**src/rtl/corelet_ctrl_pkg.sv**
```systemverilog
// Shared definitions for the corelet controller and its bench:
// instruction bit positions and the run-sequencer state encoding.
package corelet_ctrl_pkg;

    localparam int INST_W  = 9;
    localparam int I_KLOAD = 0;
    localparam int I_EXEC  = 1;
    localparam int I_L0WR  = 2;
    localparam int I_L0RD  = 3;
    localparam int I_IFRD  = 4;
    localparam int I_IFWR  = 5;
    localparam int I_OFRD  = 6;
    localparam int I_ACC   = 7;
    localparam int I_RELU  = 8;

    typedef enum logic [2:0] {
        IDLE, W_LOAD, K_LOAD, K_FLUSH, A_LOAD, EXEC, DRAIN, NEXT
    } state_e;

endpackage

```
**src/rtl/corelet_ctrl_phase_counter.sv**
```systemverilog
// Up-counter with synchronous clear, enable and a terminal-count compare.
// The next count is exported so the owner can register decodes of it.
module phase_counter #(
    parameter int W = 4
) (
    input  logic         clk,
    input  logic         reset,
    input  logic         clr_i,
    input  logic         en_i,
    input  logic [W-1:0] last_i,
    output logic [W-1:0] cnt_o,
    output logic [W-1:0] cnt_d_o,
    output logic         tc_o
);

    logic [W-1:0] cnt_q, cnt_d;

    always_comb begin
        cnt_d = cnt_q;
        if (clr_i)     cnt_d = '0;
        else if (en_i) cnt_d = cnt_q + 1'b1;
    end

    always_ff @(posedge clk or negedge reset) begin
        if (!reset) cnt_q <= '0;
        else        cnt_q <= cnt_d;
    end

    assign cnt_o   = cnt_q;
    assign cnt_d_o = cnt_d;
    assign tc_o    = (cnt_q == last_i);

endmodule

```
**src/rtl/corelet_ctrl.sv**
```systemverilog
// Corelet run sequencer: per kernel position loads weights, activations,
// executes, then drains the OFIFO into psum SRAM with accumulate.
module corelet_ctrl
    import corelet_ctrl_pkg::*;
#(
    parameter int row     = 8,
    parameter int col     = 8,
    parameter int len_kij = 9,
    parameter int len_nij = 36,
    parameter int addr_bw = 11,
    parameter int w_base  = 64
) (
    input  logic               clk,
    input  logic               reset,
    input  logic               start,
    input  logic               relu_en,
    input  logic               o_ready,
    input  logic               o_valid,
    output logic [INST_W-1:0]  inst,
    output logic               xmem_cen,
    output logic [addr_bw-1:0] xmem_addr,
    output logic               pmem_rd,
    output logic               pmem_wr,
    output logic [addr_bw-1:0] pmem_raddr,
    output logic [addr_bw-1:0] pmem_waddr,
    output logic               psum_clr,
    output logic               busy,
    output logic               done
);

    localparam int PMAX = (col > row) ? ((col > len_nij) ? col : len_nij)
                                      : ((row > len_nij) ? row : len_nij);
    localparam int PW   = $clog2(PMAX + 1);
    localparam int KW   = $clog2(len_kij + 1);

    state_e              state_q, state_d;
    logic [PW-1:0]       ph_cnt, ph_nxt, ph_last;
    logic                ph_clr, ph_en, ph_tc;
    logic [KW-1:0]       kij_cnt, kij_nxt;
    logic                kij_clr, kij_en, kij_tc;
    logic                relu_q, rd_fire;
    logic [INST_W-1:0]   inst_q, inst_d;
    logic                cen_q, cen_d, clr_q, clr_d, busy_q, busy_d, done_q, done_d;
    logic                pmem_wr_q;
    logic [addr_bw-1:0]  xaddr_q, xaddr_d, raddr_q, raddr_d, waddr_q, w_addr;
    logic                unused_ready;

    assign unused_ready = o_ready;

    phase_counter #(.W(PW)) u_phase (
        .clk(clk), .reset(reset), .clr_i(ph_clr), .en_i(ph_en),
        .last_i(ph_last), .cnt_o(ph_cnt), .cnt_d_o(ph_nxt), .tc_o(ph_tc)
    );

    phase_counter #(.W(KW)) u_kij (
        .clk(clk), .reset(reset), .clr_i(kij_clr), .en_i(kij_en),
        .last_i(KW'(len_kij - 1)), .cnt_o(kij_cnt), .cnt_d_o(kij_nxt), .tc_o(kij_tc)
    );

    // OFIFO pops track o_valid combinationally; the final DRAIN cycle only retires the last write.
    assign rd_fire = (state_q == DRAIN) && o_valid && (ph_cnt < PW'(len_nij));

    always_comb begin
        ph_last = '0;
        case (state_q)
            W_LOAD:  ph_last = PW'(col);
            K_LOAD:  ph_last = PW'(col - 1);
            K_FLUSH: ph_last = PW'(row - 1);
            A_LOAD:  ph_last = PW'(len_nij);
            EXEC:    ph_last = PW'(len_nij - 1);
            DRAIN:   ph_last = PW'(len_nij);
            default: ph_last = '0;
        endcase
    end

    always_comb begin
        state_d = state_q;
        case (state_q)
            IDLE:    if (start) state_d = W_LOAD;
            W_LOAD:  if (ph_tc) state_d = K_LOAD;
            K_LOAD:  if (ph_tc) state_d = K_FLUSH;
            K_FLUSH: if (ph_tc) state_d = A_LOAD;
            A_LOAD:  if (ph_tc) state_d = EXEC;
            EXEC:    if (ph_tc) state_d = DRAIN;
            DRAIN:   if (ph_tc) state_d = NEXT;
            NEXT:    state_d = kij_tc ? IDLE : W_LOAD;
            default: state_d = IDLE;
        endcase
    end

    assign ph_clr  = (state_d != state_q) || (state_q == IDLE);
    assign ph_en   = (state_q == DRAIN) ? rd_fire : 1'b1;
    assign kij_clr = (state_q == IDLE);
    assign kij_en  = (state_q == NEXT);

    assign w_addr = addr_bw'(w_base) + addr_bw'(kij_nxt) * addr_bw'(col) + addr_bw'(ph_nxt);

    // Outputs are decoded from next-cycle state/counters so they land registered.
    // kij only moves when leaving NEXT, so kij_cnt is already the next value in DRAIN/NEXT.
    always_comb begin
        inst_d  = '0;
        cen_d   = 1'b1;
        xaddr_d = '0;
        raddr_d = '0;
        clr_d   = 1'b0;
        done_d  = 1'b0;
        busy_d  = (state_d != IDLE);
        case (state_d)
            W_LOAD: begin
                inst_d[I_L0WR] = (ph_nxt != '0);
                if (ph_nxt < PW'(col)) begin
                    cen_d   = 1'b0;
                    xaddr_d = w_addr;
                end
            end
            K_LOAD: begin
                inst_d[I_L0RD]  = 1'b1;
                inst_d[I_KLOAD] = 1'b1;
            end
            A_LOAD: begin
                inst_d[I_L0WR] = (ph_nxt != '0);
                if (ph_nxt < PW'(len_nij)) begin
                    cen_d   = 1'b0;
                    xaddr_d = addr_bw'(ph_nxt);
                end
            end
            EXEC: begin
                inst_d[I_L0RD] = 1'b1;
                inst_d[I_EXEC] = 1'b1;
            end
            DRAIN: begin
                inst_d[I_ACC]  = 1'b1;
                inst_d[I_RELU] = relu_q && (kij_cnt == KW'(len_kij - 1));
                clr_d          = (kij_cnt == '0);
                if (ph_nxt < PW'(len_nij)) raddr_d = addr_bw'(ph_nxt);
            end
            NEXT:    done_d = (kij_cnt == KW'(len_kij - 1));
            default: ;
        endcase
    end

    always_ff @(posedge clk or negedge reset) begin
        if (!reset) begin
            state_q   <= IDLE;
            relu_q    <= 1'b0;
            inst_q    <= '0;
            cen_q     <= 1'b1;
            xaddr_q   <= '0;
            raddr_q   <= '0;
            waddr_q   <= '0;
            pmem_wr_q <= 1'b0;
            clr_q     <= 1'b0;
            busy_q    <= 1'b0;
            done_q    <= 1'b0;
        end else begin
            state_q   <= state_d;
            if (state_q == IDLE && start) relu_q <= relu_en;
            inst_q    <= inst_d;
            cen_q     <= cen_d;
            xaddr_q   <= xaddr_d;
            raddr_q   <= raddr_d;
            pmem_wr_q <= rd_fire;
            if (rd_fire) waddr_q <= raddr_q;
            clr_q     <= clr_d;
            busy_q    <= busy_d;
            done_q    <= done_d;
        end
    end

    always_comb begin
        inst         = inst_q;
        inst[I_OFRD] = rd_fire;
    end

    assign xmem_cen   = cen_q;
    assign xmem_addr  = xaddr_q;
    assign pmem_rd    = rd_fire;
    assign pmem_wr    = pmem_wr_q;
    assign pmem_raddr = raddr_q;
    assign pmem_waddr = waddr_q;
    assign psum_clr   = clr_q;
    assign busy       = busy_q;
    assign done       = done_q;

endmodule

```
**config.mk**
```make
export PLATFORM = sky130hd
export DESIGN_NAME = corelet_ctrl
export DESIGN_NICKNAME = d
export VERILOG_FILES = /design/src/rtl/corelet_ctrl_pkg.sv /design/src/rtl/corelet_ctrl_phase_counter.sv /design/src/rtl/corelet_ctrl.sv
export SDC_FILE = /design/constraint.sdc
export NUM_CORES = 1
export LEC_CHECK = 0
export ABC_AREA = 1
export BUFFER_PORTS_ARGS = -buffer_cell sky130_fd_sc_hd__buf_2
export CAP_MARGIN = 20
export CORE_ASPECT_RATIO = 1.25
export CORE_MARGIN = 5
export CORE_UTILIZATION = 30
export CTS_CLUSTER_DIAMETER = 60
export DETAILED_ROUTE_END_ITERATION = 6
export REMOVE_ABC_BUFFERS = 1
export SLEW_MARGIN = 0
export SYNTH_ARGS = -nofsm -noshare
export SYNTH_HDL_FRONTEND = slang
export SYNTH_SLANG_ARGS = --single-unit
```
**constraint.sdc**
```tcl
create_clock -name clk -period 3.4 [get_ports clk]
set_input_delay 0.68 -clock clk [delete_from_list [all_inputs] [get_ports clk]]
set_output_delay 0.68 -clock clk [all_outputs]
set_load 0.01 [all_outputs]
```
==> results.yml, run 1 <==
clocking:
  path_clk_slew_ns: 0.09
  ctsHoldBuffers: 0
  clock_latency_ns: 0.30
  cts_made_buffers: 5
  clockBufferDepth: 2
  cts_tree: "done"
  cts.sinks: 45
  cts-root-buf: "clkbuf_8"
  post_cts_resized: 0
  postCtsSetupRepairBufs: 0
  cts.htree.levels: 2
floorplan:
  placeableCoreArea_um2: 8150
  dieHeight_um: 111
  initial_utilization_pct: 30.3
  ios: 54
  dieWidth_um: 91.1
  dieArea_um2: 10200
  core.rowCount: 37
routing:
  post_drt_wl_per_cell_um: 12.1
  vias_per_cell: 4.43
  route.detailed.drc: 0
  finalWirelength_mm: 4.91
  dr.first_iter.drc_count: 56
  final_antenna_net_count: 0
  vias: 1795
  first_pass_iters: 4
finish:
  antennaDiodeCount: 0
  layout_common_cells: "nand2_1 (44), dfrtp_1 (44), buf_2 (37)"
  regArea_um2: 1130
  final_cells: 405
  drive_gt1_share_pct: 29.9
  fillers: 849
  area_growth_pct: 13.1
  multiInputGateArea_um2: 1090
  nets: 320
synth:
  synth_top_cell_area_share_pct: 44.6
  synthesis.area_um2: 2470
  yosysTopAreaCell: "dfrtp_1"
  synthCells: 266
  synth_area_leaders: "dfrtp_1 (45%), nand2_1 (6.7%), nand3_1 (4.9%), buf_4 (4.9%), inv_1 (4.3%)"
  synth_edf_count: 0
  synth.distinct_cells: 39
  ys_ff_latch: 45
  avgSynthCellArea_um2: 9.28
  synth_ff_type: "dfrtp_1"
  synth_seq_area_share_pct: 45.7
  postSynth.asyncResetShare_pct: 100
  yosys_warnings: 0
setup_path:
  reg2reg_from: "state_q[1]"
  r2r_setup_slack_ns: 0.46
  critPathRequiredTime_ns: 3.59
  slowest_stage: "dfrtp_1"
  crit_start: "state_q[1]"
  cp-start-kind: "flop"
  worst-path-buf-inv: 2
  worst-path-max-fanout: 8
  cpMostUsedCell: "nand2_1"
  arrival_ns: 3.14
  slowest_delay_ns: 0.66
  critPathCaptureType: "flop"
  cp_top_family: "simple AND/OR/NAND/NOR gates"
  path_class: "flop to flop"
  crit_chain: "nand2_4 -> nand2_4 -> nand2_1 -> nand2_1 -> nand2_1 -> inv_2 -> nand3_2 -> nand2_1 -> nand2_1 -> nand3_2 -> nand3_2 -> nand3_1 -> inv_1 -> ha_1 -> fa_1 -> xor2_1 -> nand2_1 -> nand2_1"
timing:
  rsz0062_at_grt: "no"
  period_needed_ns: 2.94
  relSlewSlack_pct: 64.4
  setup_violations: 0
  fmax_mhz: 340
  final-hold-violation-count: 0
  finalSetupTns_ns: 0
  finalCritPeriodShare_pct: 86.6
  worst_slew_pin_slew_ns: 0.533
  drv_slew: 0
  finClkSkew_ns: 0.00767
grt:
  grt_pass1_vias: 1822
  globalRouteTotalUtil_pct: 9.93
  gr-total-overflow: 0
  grt_max_degree: 46
  antenna_found_initial: 0
  grt_pass1_wl_mm: 8.42
placed_design:
  gp_congestion: 0.790
  place_inst: 396
  dp_hpwl_mm: 3.77
  portBuffers: 37
run:
  cap_viol_max_count: 0
pwr:
  cellLeakagePower_nw: 1.51
  vdd_drop_max_mv: 0.192
  p_total_mw: 2.09
  cellPowerDensity_nw_per_um2: 750
status:
  status: "complete, no violations"
hold_path:
  hold_path.class: "input port to asynchronous set/reset pin"
==> report_power, final <==
| part | switching [mW] | internal [mW] | total (mW) | leakage [nW] |
|---|---|---|---|---|
| sequential | 0.0985 | 0.645 | 0.743 | 0.605 |
| clock | 0.189 | 0.146 | 0.335 | 0.0445 |
| combinational | 0.678 | 0.338 | 1.02 | 0.860 |
| total | 0.965 | 1.13 | 2.09 | 1.51 |
==> flip-flops by register name, summed over array words and instances, names as in the netlist <==
name	count
u_kij.cnt_o	4
relu_q	1
busy	1
done	1
inst_q	6
xmem_cen	1
pmem_wr	1
u_phase.cnt_o	6
pmem_waddr	6
pmem_raddr	6
state_q	3
psum_clr	1
xmem_addr	8
==> Yosys cell counts (6+ instances only) <==
cell type	count
a21oi_1	8
buf_4	16
dfrtp_1	44
ha_1	6
inv_1	28
inv_2	6
mux2_2	7
nand2_1	44
nand3_1	24
nor2_1	17
nor3_1	6
o21ai_0	6
==> stage by stage <==
step	setup WS, ns	hold slack [ns]	area (um2)	util, %
6_report	0.455	0.216	2790	34.3
4_1_cts	0.424	0.450	2770	34.0
2_1_floorplan	0.777	0.384	2370	-
3_3_place_gp	0.497	0.432	2680	32.9
3_5_place_dp	0.445	0.438	2680	32.9
5_1_grt	0.238	0.206	2790	34.3
==> layout make-up <==
| type | instances | area share (%) |
|---|---|---|
| clock buffers | 5 | 2.47 |
| clock inverters | 3 | 0.762 |
| inverters | 37 | 5.42 |
| multi-input cells | 179 | 39.0 |
| flip-flops and latches | 45 | 40.4 |
| well taps | 97 | 4.35 |
| repair buffers | 39 | 7.62 |
==> kinds of logic (layout without fill, tap and decap cells) <==
logic type      Yosys count  in the layout  synth area share, %
buf+inv                  56             84                 12.4
simple gates            119            119                 26.3
xor+xnor                  6              6                 2.13
other cells               1             15                0.152
fa+ha+maj                 7              7                 3.85
compound gates           25             25                 6.39
mux                       7              7                 3.19
flops                    45             45                 45.7
==> per-layer routing <==
| layer | track usage [%] | routed length (um) |
|---|---|---|
| met5 | 0 | 0 |
| met4 | 3.82 | 78 |
| met3 | 1.62 | 150 |
| met2 | 18.6 | 2730 |
| met1 | 11.0 | 1940 |
==> path summary, 6_finish.rpt <==
kind	end	cells after the start
max reg2reg	xmem_addr[5]	18
min	pmem_waddr[2]	1
max in group asynchronous	xmem_cen	2
min in group clk	psum_clr	1
max	xmem_addr[5]	18
min reg2reg	psum_clr	1
No activity file was read; power rests on OpenSTA's default activity.
==> run 2: changes to the inputs <==
ABC_AREA = default   (was 1)
==> run 2 against run 1 <==
Fmax shrank 8.2%. Final cell count shrank 3.2%. Register-to-register slack lost 0.26 ns. Critical path type unchanged. Highest routed layer unchanged.
==> results.yml, run 2 <==
status:
  status: "complete, no violations"
floorplan:
  core.rowCount: 37
  dieWidth_um: 91.7
  ios: 54
  placeableCoreArea_um2: 8190
  initial_utilization_pct: 30.6
  dieArea_um2: 10300
  dieHeight_um: 112
synth:
  ys_ff_latch: 45
  yosysTopAreaCell: "dfrtp_1"
  postSynth.asyncResetShare_pct: 100
  synth_seq_area_share_pct: 45.0
  yosys_warnings: 0
  synth.distinct_cells: 61
  synthCells: 259
  synth_top_cell_area_share_pct: 44.0
  synth_ff_type: "dfrtp_1"
  synth.most_common_cell: "dfrtp_1"
  synth_area_leaders: "dfrtp_1 (44%), buf_4 (4.8%), nand2_1 (3.9%), nor2_1 (3.7%), ha_1 (3.0%)"
  synthesis.area_um2: 2500
  synth_edf_count: 0
  avgSynthCellArea_um2: 9.67
  synth_common_cells: "dfrtp_1 (44), nand2_1 (26), nor2_1 (25)"
grt:
  grt_pass1_vias: 1885
  globalRouteTotalUtil_pct: 11.0
  gr-total-overflow: 0
  grt_pass1_wl_mm: 9.12
  grt_max_degree: 46
  antenna_found_initial: 0
setup_path:
  crit_chain: "or2_1 -> and3_4 -> a2111oi_4 -> o211a_4 -> or3_1 -> nand2b_1 -> inv_1 -> ha_1 -> fa_1 -> a211oi_1 -> nor2_1"
  arrival_ns: 3.40
  worst-path-buf-inv: 1
  cp.depth: 11
  critPathRequiredTime_ns: 3.60
  cp-start-kind: "flop"
  slowest_delay_ns: 0.52
  crit_start: "state_q[1]"
  r2r_setup_slack_ns: 0.19
  worst-path-max-fanout: 12
  path_class: "flop to flop"
  rr_endpoint: "xmem_addr[7]"
  slowest_stage: "dfrtp_1"
  crit_end: "xmem_addr[7]"
  reg2reg_from: "state_q[1]"
  critPathCaptureType: "flop"
  reg2reg_depth: 11
  cp_top_family: "simple AND/OR/NAND/NOR gates"
timing:
  rsz0062_at_grt: "no"
  drv_slew: 0
  finalCritPeriodShare_pct: 94.3
  postLayoutSetupSlackWorst_ns: 0.193
  hold_ws_ns: 0.341
  finalSetupTns_ns: 0
  final-hold-violation-count: 0
  worst_slew_pin_slew_ns: 0.513
  setup_violations: 0
  relSlewSlack_pct: 65.8
  fmax_mhz: 312
  finClkSkew_ns: 0.00469
  period_needed_ns: 3.21
clocking:
  cts-root-buf: "clkbuf_8"
  cts_made_buffers: 5
  post_cts_resized: 0
  clock_latency_ns: 0.30
  path_clk_slew_ns: 0.09
  postCtsSetupRepairBufs: 0
  clockBufferDepth: 2
  cts.htree.levels: 2
  cts_tree: "done"
  ctsHoldBuffers: 0
  cts.sinks: 45
finish:
  antennaDiodeCount: 0
  layout_common_cells: "dfrtp_1 (44), buf_2 (37), nand2_1 (26)"
  drive_gt1_share_pct: 22.4
  final_common_cell: "dfrtp_1"
  largest_reg_flops: 8
  nets: 307
  area_growth_pct: 14.7
run:
  cap_viol_max_count: 0
routing:
  post_drt_wl_per_cell_um: 14.2
  vias: 1895
  finalWirelength_mm: 5.57
  vias_per_cell: 4.83
  final_antenna_net_count: 0
  dr.first_iter.drc_count: 130
  route.detailed.drc: 0
  first_pass_iters: 4
pwr:
  cellLeakagePower_nw: 1.44
  p_total_mw: 2.40
  vdd_drop_max_mv: 0.212
  cellPowerDensity_nw_per_um2: 835
hold_path:
  hold_path.class: "input port to asynchronous set/reset pin"
placed_design:
  pre_cts_slack_ns: 0.210
  gp_congestion: 0.837
  dp_hpwl_mm: 4.16
  portBuffers: 37
-- run 2: changes by cell type after synthesis, sizes merged, moves of 4 or more --
cell / before / now
a211oi: 0 / 5
inv: 37 / 12
nand2b: 0 / 7
buf: 19 / 23
xor2: 5 / 1
nor2b: 0 / 6
clkbuf: 0 / 9
xnor2: 1 / 8
mux2: 7 / 2
nand2: 54 / 26
and3: 0 / 4
nand3: 29 / 8
-- run 2: layout make-up --
type                            count  area [um2]
Inverter                           12        45.0
Multi-Input combinational cell    184        1170
Clock buffer                        5        68.8
Clock inverter                      3        68.8
Tap cell                           97         121
Timing Repair Buffer               46         273
Fill cell                         841        5320
Sequential cell                    45        1130
-- run 2: how the worst min path moves through the flow --
stage / start / end / slack (ns) / cells after the start
floorplan: reset / busy / 0.38 / 0
global placement: pmem_raddr[2] / pmem_waddr[2] / 0.45 / 2
detailed placement: pmem_raddr[4] / pmem_waddr[4] / 0.45 / 2
CTS: pmem_raddr[4] / pmem_waddr[4] / 0.47 / 2
global route: reset / pmem_waddr[2] / 0.38 / 1
finish: reset / pmem_waddr[3] / 0.34 / 1
-- run 2: through the flow --
| stage | utilization [%] | cell area (um2) | std cells |
|---|---|---|---|
| 2_1_floorplan | - | 2340 | 241 |
| 3_3_place_gp | 33.1 | 2710 | 383 |
| 3_5_place_dp | 33.1 | 2710 | 383 |
| 4_1_cts | 34.7 | 2850 | 391 |
| 5_1_grt | 35.1 | 2870 | 392 |
| 6_report | 35.1 | 2870 | 392 |
-- run 2: worst register-to-register path, cell delays in order (launching register included) --
cell and delay [ns]:
dfrtp_1 0.52, or2_1 0.39, and3_4 0.22, a2111oi_4 0.44
o211a_4 0.22, or3_1 0.12, nand2b_1 0.18, inv_1 0.08
ha_1 0.22, fa_1 0.41, a211oi_1 0.25, nor2_1 0.06
-- run 2: kinds of logic (layout without fill, tap and decap cells) --
group | count (synthesis) | in the layout | synth area share (%)
compound gates | 47 | 47 | 14.8
xor+xnor | 9 | 9 | 3.15
fa+ha+maj | 7 | 7 | 3.80
buf+inv | 44 | 66 | 10.4
flops | 45 | 45 | 45.0
mux | 5 | 5 | 2.10
other cells | 1 | 15 | 0.150
simple gates | 101 | 101 | 20.6
-- run 2: where the power goes --
part | switching (mW) | internal, mW | total [mW]
clock network | 0.193 | 0.296 | 0.489
logic | 0.644 | 0.478 | 1.12
registers | 0.136 | 0.652 | 0.789
-- run 2: layer usage --
metal  vias to the layer above  track usage [%]  wire length (um)
li1                        922                -                 -
met1                       908             13.0              2340
met2                        55             18.9              2780
met3                        10             2.82               342
met4                         0             4.76               114
met5                         -                0                 0
==> run 3: changes to the inputs <==
REMOVE_ABC_BUFFERS = default   (was 1)
==> run 3 against run 2 <==
Routed wire length is 0.57% higher. Cell area fell by 0.39%. Flip-flop and latch count unchanged. Register-to-register slack improved by 0.03 ns. Clock power decreased by 3%. Count of clock-buffer cells in the layout is the same. First-iteration DRC count fell by 29%.
==> results.yml, run 3 (synthesized netlist as in run 2, its figures left out) <==
floorplan:
  dieHeight_um: 112
  dieWidth_um: 91.7
  core.rowCount: 37
  ios: 54
  initial_utilization_pct: 30.6
  placeableCoreArea_um2: 8190
  dieArea_um2: 10300
finish:
  drive_gt1_share_pct: 22.4
  largest_reg_flops: 8
  fillers: 839
  final_common_cell: "dfrtp_1"
  multiInputGateArea_um2: 1170
  antennaDiodeCount: 0
  area_growth_pct: 14.3
  layout_common_cells: "dfrtp_1 (44), buf_2 (37), nand2_1 (26)"
  final_util_pct: 34.9
  final_cells: 392
  regArea_um2: 1130
  nets: 307
setup_path:
  reg2reg_from: "state_q[0]"
  cp-start-kind: "flop"
  reg2reg_depth: 12
  arrival_ns: 3.37
  r2r_setup_slack_ns: 0.23
  crit_end: "xmem_addr[6]"
  path_class: "flop to flop"
  rr_endpoint: "xmem_addr[6]"
  critPathRequiredTime_ns: 3.60
  worst-path-max-fanout: 14
  critPathCaptureType: "flop"
  crit_start: "state_q[0]"
pwr:
  power_switching_mw: 0.960
  power_frac_comb_pct: 47.3
  sequentialPowerShare_pct: 32.9
  p_int_mw: 1.43
  cellLeakagePower_nw: 1.44
  clock_power_share_pct: 19.9
  cellPowerDensity_nw_per_um2: 833
  swShare_pct: 40.3
  vdd_drop_max_mv: 0.358
routing:
  first_pass_iters: 4
  route.detailed.drc: 0
  vias_per_cell: 4.88
  finalWirelength_mm: 5.60
  dr.first_iter.drc_count: 92
  final_antenna_net_count: 0
  vias: 1912
  post_drt_wl_per_cell_um: 14.3
placed_design:
  place_inst: 383
  portBuffers: 37
  pre_cts_slack_ns: 0.211
  gp_congestion: 0.853
  dp_hpwl_mm: 4.20
timing:
  final-hold-violation-count: 0
  fmax_mhz: 315
  setup_violations: 0
  hold_ws_ns: 0.207
  drv_slew: 0
  postLayoutSetupSlackWorst_ns: 0.226
  finClkSkew_ns: 0.00481
  finalCritPeriodShare_pct: 93.4
  relSlewSlack_pct: 64.5
  worst_slew_pin_slew_ns: 0.519
  rsz0062_at_grt: "no"
  period_needed_ns: 3.17
  finalSetupTns_ns: 0
clocking:
  cts.sinks: 45
  cts-root-buf: "clkbuf_8"
  cts_made_buffers: 5
  ctsHoldBuffers: 0
  cts_tree: "done"
  cts.htree.levels: 2
  post_cts_resized: 0
  clock_latency_ns: 0.30
  clockBufferDepth: 2
  path_clk_slew_ns: 0.08
  postCtsSetupRepairBufs: 0
hold_path:
  hold_path.class: "input port to asynchronous set/reset pin"
grt:
  globalRouteTotalUtil_pct: 11.3
  gr-total-overflow: 0
  grt_pass1_wl_mm: 9.47
  grt_max_degree: 46
  grt_pass1_vias: 1889
  antenna_found_initial: 0
status:
  status: "complete, no violations"
run:
  cap_viol_max_count: 0
==> run 3: power by group through the flow <==
stage	Combinational (mW)	Sequential (mW)	Clock, mW
2_1_floorplan	0.950	0.726	0
6_report	1.13	0.784	0.474
5_1_grt	1.27	0.804	0.512
3_5_place_dp	1.12	0.793	0
4_1_cts	1.13	0.783	0.489
3_3_place_gp	1.11	0.789	0
==> run 3: layout make-up <==
cell class / count / area share (%)
clock inverter: 3 / 2.27
tap: 97 / 4.24
multi-input combinational: 184 / 40.9
clock buffer: 5 / 2.40
sequential: 45 / 39.4
inverter: 12 / 1.57
timing repair buffer: 46 / 9.27
==> run 3: worst min-delay path by stage <==
stage / endpoint / cells after the start / startpoint
after floorplan: busy / 0 / reset
after global placement: pmem_waddr[0] / 2 / pmem_raddr[0]
final: xmem_addr[0] / 1 / reset
after CTS: pmem_waddr[4] / 2 / pmem_raddr[4]
after detailed placement: pmem_waddr[4] / 2 / pmem_raddr[4]
after global routing: xmem_addr[1] / 1 / reset
==> run 3: stage by stage <==
stage | power, mW | area, um2
floorplan | 1.68 | 2560
global placement | 1.90 | 2710
detailed placement | 1.92 | 2710
CTS | 2.40 | 2840
global route | 2.58 | 2860
finish | 2.39 | 2860
==> run 3: routing by layer <==
layer  global-route usage, %  vias to the layer above  wire length (um)
met1                    14.4                      925              2380
met5                       0                        -                 0
met4                    2.08                        0                44
met3                    3.62                        4               348
met2                    18.9                       53              2830
li1                        -                      930                 -
==> run 3: critical path, cell delays in order, from the launching register on <==
cell	delay, ns
dfrtp_1	0.59
nand2b_1	0.17
a211oi_1	0.34
a2111oi_4	0.11
o211a_4	0.17
or3_1	0.41
buf_4	0.18
nor2b_1	0.28
ha_1	0.29
a21o_1	0.16
a21oi_1	0.17
xnor2_1	0.14
nor2_1	0.06
